===== src/rtl/upcnt_arb.sv =====
// upcnt_arb: round-robin arbiter sharing one saturating decade up-counter among four requesters.
//   clk      in   system clock, rising edge
//   reset    in   asynchronous active-high reset
//   req      in   [3:0] per-requester job request, held until done or dropped to abort
//   tick     in   [3:0] per-requester count strobe; only the granted bit is used
//   cnt_val  in   [3:0] value read back from the shared counter
//   gnt      out  [3:0] registered one-hot grant
//   done     out  [3:0] registered one-cycle completion pulse
//   busy     out  high whenever a job is in progress
//   cnt_en   out  combinational counter enable
//   cnt_clr  out  flop-driven counter clear pulse, ORed with reset at the counter
module upcnt_arb #(
    parameter logic [3:0] LIMIT = 4'd9
) (
    input  logic       clk,
    input  logic       reset,
    input  logic [3:0] req,
    input  logic [3:0] tick,
    input  logic [3:0] cnt_val,
    output logic [3:0] gnt,
    output logic [3:0] done,
    output logic       busy,
    output logic       cnt_en,
    output logic       cnt_clr
);
    typedef enum logic [1:0] {IDLE, CLEAR, RUN, DONE} state_t;
    state_t     state_q, state_d;
    logic [3:0] gnt_q, gnt_d, done_q, done_d;
    logic [1:0] g_q, g_d, ptr_q, ptr_d, pick;
    logic       clr_q, clr_d, found, req_g, abort;
    // first requester at or after the pointer, wrapping 3 -> 0
    always_comb begin
        found = 1'b0;
        pick  = ptr_q;
        for (int i = 0; i < 4; i++) begin
            if (!found && req[ptr_q + 2'(i)]) begin
                found = 1'b1;
                pick  = ptr_q + 2'(i);
            end
        end
    end
    assign req_g = req[g_q];
    // a dropped request while holding the counter ends the job without a done pulse
    assign abort = ((state_q == CLEAR) || (state_q == RUN)) && !req_g;
    // enable stops at LIMIT so the counter never overshoots, and is masked in the abort cycle
    assign cnt_en = (state_q == RUN) && req_g && tick[g_q] && (cnt_val != LIMIT);
    always_comb begin
        state_d = state_q;
        gnt_d   = gnt_q;
        g_d     = g_q;
        ptr_d   = ptr_q;
        done_d  = 4'b0;
        clr_d   = 1'b0;
        case (state_q)
            IDLE: begin
                if (found) begin
                    state_d = CLEAR;
                    g_d     = pick;
                    gnt_d   = 4'b1 << pick;
                    clr_d   = 1'b1;
                end
            end
            CLEAR: state_d = RUN;
            RUN: begin
                if (cnt_val == LIMIT) begin
                    state_d = DONE;
                    done_d  = gnt_q;
                end
            end
            DONE: begin
                state_d = IDLE;
                gnt_d   = 4'b0;
                ptr_d   = g_q + 2'd1;
            end
            default: state_d = IDLE;
        endcase
        if (abort) begin
            state_d = IDLE;
            gnt_d   = 4'b0;
            done_d  = 4'b0;
            ptr_d   = g_q + 2'd1;
        end
    end
    always_ff @(posedge clk or posedge reset) begin
        if (reset) begin
            state_q <= IDLE;
            gnt_q   <= 4'b0;
            done_q  <= 4'b0;
            g_q     <= 2'd0;
            ptr_q   <= 2'd0;
            clr_q   <= 1'b0;
        end else begin
            state_q <= state_d;
            gnt_q   <= gnt_d;
            done_q  <= done_d;
            g_q     <= g_d;
            ptr_q   <= ptr_d;
            clr_q   <= clr_d;
        end
    end
    assign gnt     = gnt_q;
    assign done    = done_q;
    assign cnt_clr = clr_q;
    assign busy    = (state_q != IDLE);
endmodule


===== config.mk =====
export PLATFORM = sky130hd
export DESIGN_NAME = upcnt_arb
export DESIGN_NICKNAME = d
export VERILOG_FILES = /design/src/rtl/upcnt_arb.sv
export SDC_FILE = /design/constraint.sdc
export NUM_CORES = 1
export LEC_CHECK = 0
export BUFFER_PORTS_ARGS = -buffer_cell sky130_fd_sc_hd__buf_2
export CELL_PAD_IN_SITES_DETAIL_PLACEMENT = 0
export CELL_PAD_IN_SITES_GLOBAL_PLACEMENT = 2
export CORE_UTILIZATION = 27
export DETAILED_ROUTE_END_ITERATION = 10
export GPL_ROUTABILITY_DRIVEN = 0
export PLACE_DENSITY = 0.77
export SLEW_MARGIN = 25
export SYNTH_ARGS = -nofsm -noshare
export SYNTH_HDL_FRONTEND = slang
export SYNTH_SLANG_ARGS = --single-unit

===== constraint.sdc =====
create_clock -name clk -period 1.5 [get_ports clk]
set_input_delay 0.225 -clock clk [delete_from_list [all_inputs] [get_ports clk]]
set_output_delay 0.225 -clock clk [all_outputs]
set_load 0.005 [all_outputs]

# == Yosys cells after proc, flatten, opt, wreduce, memory -nomap -nowiden ==
# Cells that the tools add are included.
# totals
reg_bits,15
inputBits,14
out_inout_bits,11
wordCells,75
# classes
add_sub_neg,4
order_cmp,5
eq_ne,7
shift,1
mux,33
reduce_logical,19
# op_table
operator,n
4-bit two-way mux,5
2-bit two-way mux,8
"2-bit by 3-bit less-than comparator with 1-bit output, second input constant",5
1-bit binary-select mux with 2-bit select,6
1-bit two-way mux,12
2-bit one-hot mux with 4 select lines,1
4-bit one-hot mux with 2 select lines,1
1-bit logical AND,7
2-bit AND reduction,3
"2-bit by 1-bit adder with 2-bit output, second input constant",2
"2-bit adder, second input constant",2
"2-bit equality test, second input constant",2
"4-bit equality test, second input constant",1
1-bit zero test,4
"4-bit inequality test, second input constant",1
2-bit nonzero test,2
"1-bit by 2-bit << shifter with 4-bit output, first input constant",1
"3-bit by 2-bit inequality test with 1-bit output, second input constant",1
"3-bit inequality test, second input constant",1
3-bit nonzero test,1
"2-bit by 1-bit equality test with 1-bit output, second input constant",1
2-bit zero test,1
1-bit logical OR,1

# == Depth between registers and ports, before layout ==
# Gate-level depths: netlist (run 1).
# logic_depth
depth_word,16
mapped_depth,6
depth_no_buf,6

# == Worst setup path before layout (run 1) ==
# Ideal clock, no wire load.
# synth_timing
path_type,reg-to-reg
start,reg state_q[0]
end,reg gnt_q[0] (netlist: gnt[0])
setup_time_ns,0.068
arrival_ns,1.612
required_ns,1.432
setup_slack_ns,-0.179
stages_incl_launch_ff,7
path_buffers,0
period_less_slack_ns,1.679
cell_sequence,dfrtp_1 inv_1 ha_1 and2_1 a221oi_2 and2_4 a32o_1
# synth_via
elab_chain_len,5
elab_cells_between_ends,11
cone_classes,eq/ne (4); mux (2); reduce/logical (5)
# synth_lines
element,line_no,text
from (decl),27,"state_t state_q, state_d;"
from (signal assigned),93,state_q <= state_d;
2-bit by 1-bit equality test with 1-bit output / 2-bit equality test (equally long branches),44,assign abort = ((state_q == CLEAR) || (state_q == RUN)) && !req_g;
1-bit logical OR,44,
1-bit logical AND,44,
3-bit inequality test (no line) / 3-bit nonzero test (equally long branches),--,
2-bit AND reduction (no line),--,
to (signal assigned),94,gnt_q <= gnt_d;
to (decl),28,"logic [3:0] gnt_q, gnt_d, done_q, done_d;"
# Parallel ways exist; a longest one is shown, timed or not.
# A chain may end at the register's enable or synchronous reset.

# == Worst setup path after layout (run 1) ==
# layout_timing
start,reg g_q[0]
end,out cnt_en
# layout_via
elab_chain_len,5
elab_cells_between_ends,7
cone_classes,mux (4); reduce/logical (3)
# layout_lines
element,line_no,text
from (decl),29,"logic [1:0] g_q, g_d, ptr_q, ptr_d, pick;"
from (signal assigned),96,g_q <= g_d;
1-bit binary-select mux with 2-bit select,42,assign req_g = req[g_q];
1-bit two-way mux (not written as such),42,
1-bit logical AND,46,assign cnt_en = (state_q == RUN) && req_g && tick[g_q] && (cnt_val != LIMIT);
1-bit logical AND * (2 in series),46,
to (decl),23,"output logic cnt_en,"
# Mark *: on every way between the ends. The rest lies on a longest branch, timed or not. The select of a mux whose other input is x is not followed.

==> results of run 1 <==
==> worst max-delay path, delay by kind of cell (launching register included) <==
family | cells | cell delay (ns)
multiplexers | 1 | 0.51
flip-flops | 1 | 0.41
AND/OR/NAND/NOR | 2 | 0.11
buffers and inverters | 1 | 0.12
==> cells in the final DEF, fill, tap and decap left out, types with 2 or more instances in the layout <==
cell type	count
sky130_fd_sc_hd__a21oi_1	5
sky130_fd_sc_hd__a32o_1	2
sky130_fd_sc_hd__and2_1	5
sky130_fd_sc_hd__and2_4	2
sky130_fd_sc_hd__buf_2	24
sky130_fd_sc_hd__buf_4	18
sky130_fd_sc_hd__clkbuf_4	3
sky130_fd_sc_hd__dfrtp_1	14
sky130_fd_sc_hd__ha_1	2
sky130_fd_sc_hd__inv_1	4
sky130_fd_sc_hd__inv_2	3
sky130_fd_sc_hd__mux2i_1	3
sky130_fd_sc_hd__mux2i_4	2
sky130_fd_sc_hd__nand2_1	6
sky130_fd_sc_hd__nor2_1	3
sky130_fd_sc_hd__nor2b_1	2
sky130_fd_sc_hd__o21ai_0	4
sky130_fd_sc_hd__o22a_1	2
==> per-stage QoR <==
step,cells,TNS (ns),worst slack [ns]
after floorplan,87,-0.424,-0.111
after global placement,166,-0.810,-0.115
after detailed placement,166,-1.26,-0.157
after CTS,175,-0.808,-0.172
after global routing,175,-2.03,-0.254
final,175,-0.713,-0.164
==> power by group through the flow <==
stage / sequential (mW) / clock (mW) / combinational, mW
6_report: 0.684 / 0.239 / 1.55
5_1_grt: 0.713 / 0.262 / 1.71
4_1_cts: 0.686 / 0.247 / 1.47
3_5_place_dp: 0.677 / 0 / 1.29
3_3_place_gp: 0.668 / 0 / 1.27
2_1_floorplan: 0.635 / 0 / 0.864
==> cell type report <==
class	count	area, µm²
Clock inverter	1	5.00
Sequential cell	15	377
Clock buffer	3	22.5
Tap cell	44	55.1
Inverter	7	26.3
Timing Repair Buffer	43	267
Fill cell	319	1760
Multi-Input combinational cell	62	542
==> what timing repair did <==
| action | 4_1_cts | 5_1_grt |
|---|---|---|
| endpoints found under the setup margin | 12 | 13 |
| pin swaps | 8 | 2 |
| setup buffers | 5 | 0 |
| hold endpoints to repair | 0 | 0 |
| gates resized for setup | 8 | 7 |
==> worst paths after layout <==
path	to	start	slack [ns]	cells after the start
worst max-delay path	cnt_en	g_q[0]$_DFFE_PP0P_	-0.16	4
worst min-delay path	state_q[1]$_DFFE_PP0P_	reset	-0.01	2
worst max register to register	gnt[2]$_DFFE_PP0P_	state_q[1]$_DFFE_PP0P_	-0.12	6
worst min register to register	done[0]$_DFF_PP0_	gnt[0]$_DFFE_PP0P_	0.52	1
max in group asynchronous	g_q[1]$_DFFE_PP0P_	reset	1.09	2
min in group clk	cnt_clr$_DFF_PP0_	req[2]	0.39	5
==> layer usage <==
layer,vias up,share of wire (%),global-route usage (%)
met2,11,54,26.0
met1,388,43,13.9
met3,2,2.7,2.20
li1,400,-,-
met5,-,0,0
met4,0,0.99,5.10
==> state kept, by name, indices dropped and copies added, names as in the netlist <==
name and flops:
g_q 2, ptr_q 2, state_q 2, gnt 4
done 4, cnt_clr 1
==> logic make-up after synthesis <==
logic type,Yosys count,share of synthesized area (%)
buffers and inverters,10,5.30
muxes,7,9.46
AOI/OAI and AO/OA,21,16.9
adders and majority gates,3,4.30
xor gates and xnor gates,1,1.00
DFF,15,43.0
and+or+nand+nor,30,20.1
==> flow_metrics.env, run 1 <==
export IMPL_clk_transition_reported_paths_ns=0.10
export IMPL_grt_start_max_net_pins=16
export IMPL_design_power_total_mw=2.47
export IMPL_outcome="complete, but fails checks"
export IMPL_setup_viol_count_final=12
export IMPL_number_of_rows_in_the_core_area=20
export IMPL_cts_sink_count=15
export IMPL_route_final_wire_length_um=2120
export IMPL_number_of_antenna_violations_at_the_first_check_in_global_routing=0
export IMPL_place_area_um2=1160
export IMPL_slew_viol_final=0
export IMPL_ys_types=33
export IMPL_die_height_um=58.9
export IMPL_synthesis_nets=104
export IMPL_vdd_ir_drop_max_v=0.000562
export IMPL_postSynth_asyncResetShare_pct=100
export IMPL_buffer_ports_inserted=24
export IMPL_pin_slew_with_the_least_headroom_to_its_limit_ns=0.602
export IMPL_postLayoutCellArea_um2=1290
export IMPL_timing_critical_path_to_type="output port"
export IMPL_synthesis_yosys_warnings=0
export IMPL_utilization_pct=42.4
export IMPL_clock_latency_ns=0.28
export IMPL_floorplan_core_area_um2=3050
export IMPL_postRouteAntennaNets=0
export IMPL_finalWorstPathRequiredPeriod_ns=1.66
export IMPL_detailroute_via_count=801
export IMPL_cts_max_level=1
export IMPL_area_leader_netlist="sky130_fd_sc_hd__dfrtp_1"
export IMPL_place_hpwl_um=1610
export IMPL_wl_per_cell_um=12.1
export IMPL_postSynthCellCount=87
export IMPL_netlist_top_cells_area="sky130_fd_sc_hd__dfrtp_1 (43%), sky130_fd_sc_hd__mux2i_1 (6.9%), sky130_fd_sc_hd__and2_1 (4.3%), sky130_fd_sc_hd__ha_1 (4.3%), sky130_fd_sc_hd__a21oi_1 (3.4%)"
export IMPL_crit_path_cell_trace="mux4_2 > nand2_1 > nor2_1 > buf_2"
export IMPL_timing_critical_path_slowest_stage_cell="sky130_fd_sc_hd__mux4_2"
export IMPL_cts_root_buf="sky130_fd_sc_hd__clkbuf_4"
export IMPL_fin_hold_ws_ns=-0.0102
export IMPL_netlist_area_um2=873
export IMPL_worstPathRequired_ns=1.27
export IMPL_violations="negative hold slack, negative setup slack"
export IMPL_seq_area_frac_synth_pct=43.0
export IMPL_cellLeakagePower_nw=0.635
export IMPL_drtIter0Drc=8
export IMPL_first_global_vias=804
export IMPL_dominant_cell_by_count_in_the_synthesized_netlist="sky130_fd_sc_hd__dfrtp_1"
export IMPL_post_drt_via_cell_ratio=4.58
export IMPL_holdCritPathClass="in2async"
export IMPL_die_w_um=58.9
export IMPL_internal_power_mw=1.51
export IMPL_critPathKind="reg2out"
export IMPL_power_per_cell_area_nw_per_um2=1910
export IMPL_synth_cells_most_frequent="sky130_fd_sc_hd__dfrtp_1 (15), sky130_fd_sc_hd__nand2_1 (7)"
export IMPL_drive_gt1_share_pct=52.7
export IMPL_cp_max_fo=3
export IMPL_io_pin_count=25
export IMPL_finalHoldViolations=15
export IMPL_tritoncts="built"
export IMPL_firstDrtPassIters=3
export IMPL_drt_drc_violations_left=0
export IMPL_share_seq_of_total_power_pct=27.7
export IMPL_maxcap_violations=0
export IMPL_grt_usage_pct=13.3
export IMPL_post_cts_hold_buffer_count=0
export IMPL_clock_network_fraction_of_total_power_pct=9.7
export IMPL_grt_first_pass_wirelength_um=3390
export IMPL_crit_path_max_incr_delay_ns=0.51
export IMPL_clock_skew_ns=0.00575
export IMPL_layout_stage_area_growth_over_the_synthesis_result_pct=48.1
export IMPL_achievable_frequency_mhz=601
export IMPL_synth_area_per_cell_um2=10.0
export IMPL_synth_edff_count=0
export IMPL_power_share_combinational_pct=62.7
export IMPL_starting_density_of_the_core_pct=28.6
export IMPL_unrepaired_setup_endpoints_after_global_routing="yes"
export IMPL_cts_buffer_depth=2
export IMPL_max_slew_margin_rel_pct=59.8
export IMPL_yosysTopAreaCellShare_pct=43.0
export IMPL_die_area_um2=3470
export IMPL_cp_data_arrival_time_ns=1.44
export IMPL_critPathLaunchType="flop"
export IMPL_fin_crit_sh_pct=111
export IMPL_synth_seq_cells=15
export IMPL_p_sw_mw=0.966
export IMPL_cts_inserted_buffers=3
export IMPL_fin_ws_ns=-0.164
export IMPL_remaining_global_route_overflow=0
export IMPL_diodes=0
export IMPL_postSynth_topFlopCell="sky130_fd_sc_hd__dfrtp_1"
export IMPL_nets=149
export IMPL_netSwitchingFraction_pct=39.1
(Power assumes the default switching activity.)
==> run 2, diff against run 1 <==
--- a/config.mk
+++ b/config.mk
@@ -8,6 +8,7 @@
 export BUFFER_PORTS_ARGS = -buffer_cell sky130_fd_sc_hd__buf_2
 export CELL_PAD_IN_SITES_DETAIL_PLACEMENT = 0
 export CELL_PAD_IN_SITES_GLOBAL_PLACEMENT = 2
+export CORE_MARGIN = 5
 export CORE_UTILIZATION = 27
 export DETAILED_ROUTE_END_ITERATION = 10
 export GPL_ROUTABILITY_DRIVEN = 0
==> flow_metrics.env, run 2 (synthesis gave the netlist of run 1 again) <==
export IMPL_buffer_ports_inserted=24
export IMPL_power_per_cell_area_nw_per_um2=1910
export IMPL_grt_usage_pct=11.0
export IMPL_worstHoldEndpoint="cnt_clr$_DFF_PP0_"
export IMPL_number_of_rows_in_the_core_area=20
export IMPL_die_area_um2=4470
export IMPL_critPathKind="reg2out"
export IMPL_finalWorstPathRequiredPeriod_ns=1.68
export IMPL_fin_ws_ns=-0.178
export IMPL_unrepaired_setup_endpoints_after_global_routing="yes"
export IMPL_remaining_global_route_overflow=0
export IMPL_cts_inserted_buffers=3
export IMPL_timing_critical_path_to_type="output port"
export IMPL_route_final_wire_length_um=2160
export IMPL_violations="negative setup slack"
export IMPL_final_cell_mix="sky130_fd_sc_hd__buf_2 (24), sky130_fd_sc_hd__buf_4 (17), sky130_fd_sc_hd__dfrtp_1 (14)"
export IMPL_clk_transition_reported_paths_ns=0.10
export IMPL_r2r_cells=5
export IMPL_design_power_total_mw=2.54
export IMPL_cts_sink_count=15
export IMPL_n_fill_cell=318
export IMPL_utilization_pct=43.1
export IMPL_cts_buffer_depth=2
export IMPL_maxcap_violations=0
export IMPL_vdd_ir_drop_max_v=0.000557
export IMPL_nets=150
export IMPL_crit_path_cell_trace="mux2i_4 > mux2i_1 > nand2_1 > nor2_1 > buf_2"
export IMPL_cts_root_buf="sky130_fd_sc_hd__clkbuf_4"
export IMPL_outcome="complete, but fails checks"
export IMPL_max_slew_margin_rel_pct=62.0
export IMPL_layout_stage_area_growth_over_the_synthesis_result_pct=51.9
export IMPL_cts_max_level=1
export IMPL_timing_rr_end="ptr_q[0]$_DFFE_PP0P_"
export IMPL_worstReg2RegStart="g_q[1]$_DFFE_PP0P_"
export IMPL_first_global_vias=867
export IMPL_drt_drc_violations_left=0
export IMPL_mostFrequentLayoutCell="sky130_fd_sc_hd__buf_2"
export IMPL_finalNonFillerCells=176
export IMPL_hold_sp="req[2]"
export IMPL_whs_path_depth=5
export IMPL_worstPathRequired_ns=1.27
export IMPL_place_hpwl_um=1670
export IMPL_achievable_frequency_mhz=596
export IMPL_number_of_antenna_violations_at_the_first_check_in_global_routing=0
export IMPL_crit_path_max_incr_delay_ns=0.48
export IMPL_floorplan_core_area_um2=3080
export IMPL_post_drt_via_cell_ratio=4.59
export IMPL_fin_crit_sh_pct=112
export IMPL_cp_max_fo=3
export IMPL_io_pin_count=25
export IMPL_diodes=0
export IMPL_detailedPlace_worstSlack_ns=-0.210
export IMPL_grt_first_pass_wirelength_um=3730
export IMPL_placed_cells_incl_taps=164
export IMPL_setup_viol_count_final=12
export IMPL_grt_start_max_net_pins=16
export IMPL_die_height_um=66.9
export IMPL_holdCritPathClass="in2reg"
export IMPL_finalHoldViolations=0
export IMPL_wl_per_cell_um=12.3
export IMPL_cellLeakagePower_nw=0.645
export IMPL_tritoncts="built"
export IMPL_drive_gt1_share_pct=54.5
export IMPL_firstDrtPassIters=4
export IMPL_die_w_um=66.9
export IMPL_path_buf_inv=1
export IMPL_crit_family="flip-flops"
export IMPL_cp_data_arrival_time_ns=1.45
export IMPL_ff2ff_setup_slack_ns=-0.12
export IMPL_clock_latency_ns=0.29
export IMPL_drtIter0Drc=10
export IMPL_timing_critical_path_slowest_stage_cell="sky130_fd_sc_hd__dfrtp_2"
export IMPL_starting_density_of_the_core_pct=28.4
export IMPL_pin_slew_with_the_least_headroom_to_its_limit_ns=0.570
export IMPL_critPathLaunchType="flop"
export IMPL_detailroute_via_count=808
export IMPL_postRouteAntennaNets=0
export IMPL_slew_viol_final=0
export IMPL_clock_skew_ns=0.00502
[run 2: cell type report]
type | instances | area, µm² | share of cell area [%]
flip-flops and latches | 15 | 377 | 28.4
inverters | 7 | 26.3 | 1.98
repair buffers | 44 | 280 | 21.1
clock buffers | 3 | 22.5 | 1.70
clock inverters | 1 | 5.00 | 0.377
well taps | 44 | 55.1 | 4.15
multi-input cells | 62 | 561 | 42.3
[run 2: metal layers]
metal  part of all wire [%]  vias up  GRT usage (%)
li1                       -      400              -
met1                     42      386           12.4
met2                     52       18           20.4
met3                    4.2        4           1.18
met4                    2.1        0           5.32
met5                      0        -              0
[run 2: through the flow]
| step | TNS [ns] | hold WS (ns) | instance area, µm² |
|---|---|---|---|
| floorplan | -0.424 | 0.126 | 903 |
| global placement | -1.18 | 0.307 | 1150 |
| detailed placement | -1.69 | 0.324 | 1150 |
| CTS | -0.779 | 0.367 | 1280 |
| global route | -2.10 | 0.399 | 1330 |
| finish | -1.01 | 0.382 | 1330 |
[run 2: tightest hold or removal path, cell delays in order]
cell	delay (ns)
sky130_fd_sc_hd__buf_2	0.09
sky130_fd_sc_hd__or4_4	0.13
sky130_fd_sc_hd__nand2_4	0.05
sky130_fd_sc_hd__inv_2	0.05
sky130_fd_sc_hd__buf_4	0.11
[run 2: where the power goes]
group          leakage, nW  internal (mW)  switching, mW  total (mW)
Combinational        0.435          0.885          0.720        1.60
Clock               0.0177         0.0994          0.144       0.244
Sequential           0.192          0.550          0.139       0.689
Total                0.645           1.53           1.00        2.54
[run 2: worst max-delay path by stage]
stage	slack, ns	end	cells after the start	start
3_5_place_dp	-0.21	gnt[2]$_DFFE_PP0P_	6	state_q[1]$_DFFE_PP0P_
5_1_grt	-0.28	cnt_en	5	g_q[1]$_DFFE_PP0P_
4_1_cts	-0.18	cnt_en	5	g_q[1]$_DFFE_PP0P_
6_report	-0.18	cnt_en	5	g_q[1]$_DFFE_PP0P_
2_1_floorplan	-0.11	gnt[0]$_DFFE_PP0P_	6	state_q[1]$_DFFE_PP0P_
3_3_place_gp	-0.15	gnt[2]$_DFFE_PP0P_	6	state_q[1]$_DFFE_PP0P_
[run 2: timing repair]
item	in CTS	in global routing
hold buffers	1	0
pin swaps	10	3
endpoints found under the hold margin	15	0
gates resized for setup	11	8
buffers inserted	6	1
endpoints found under the setup margin	13	15
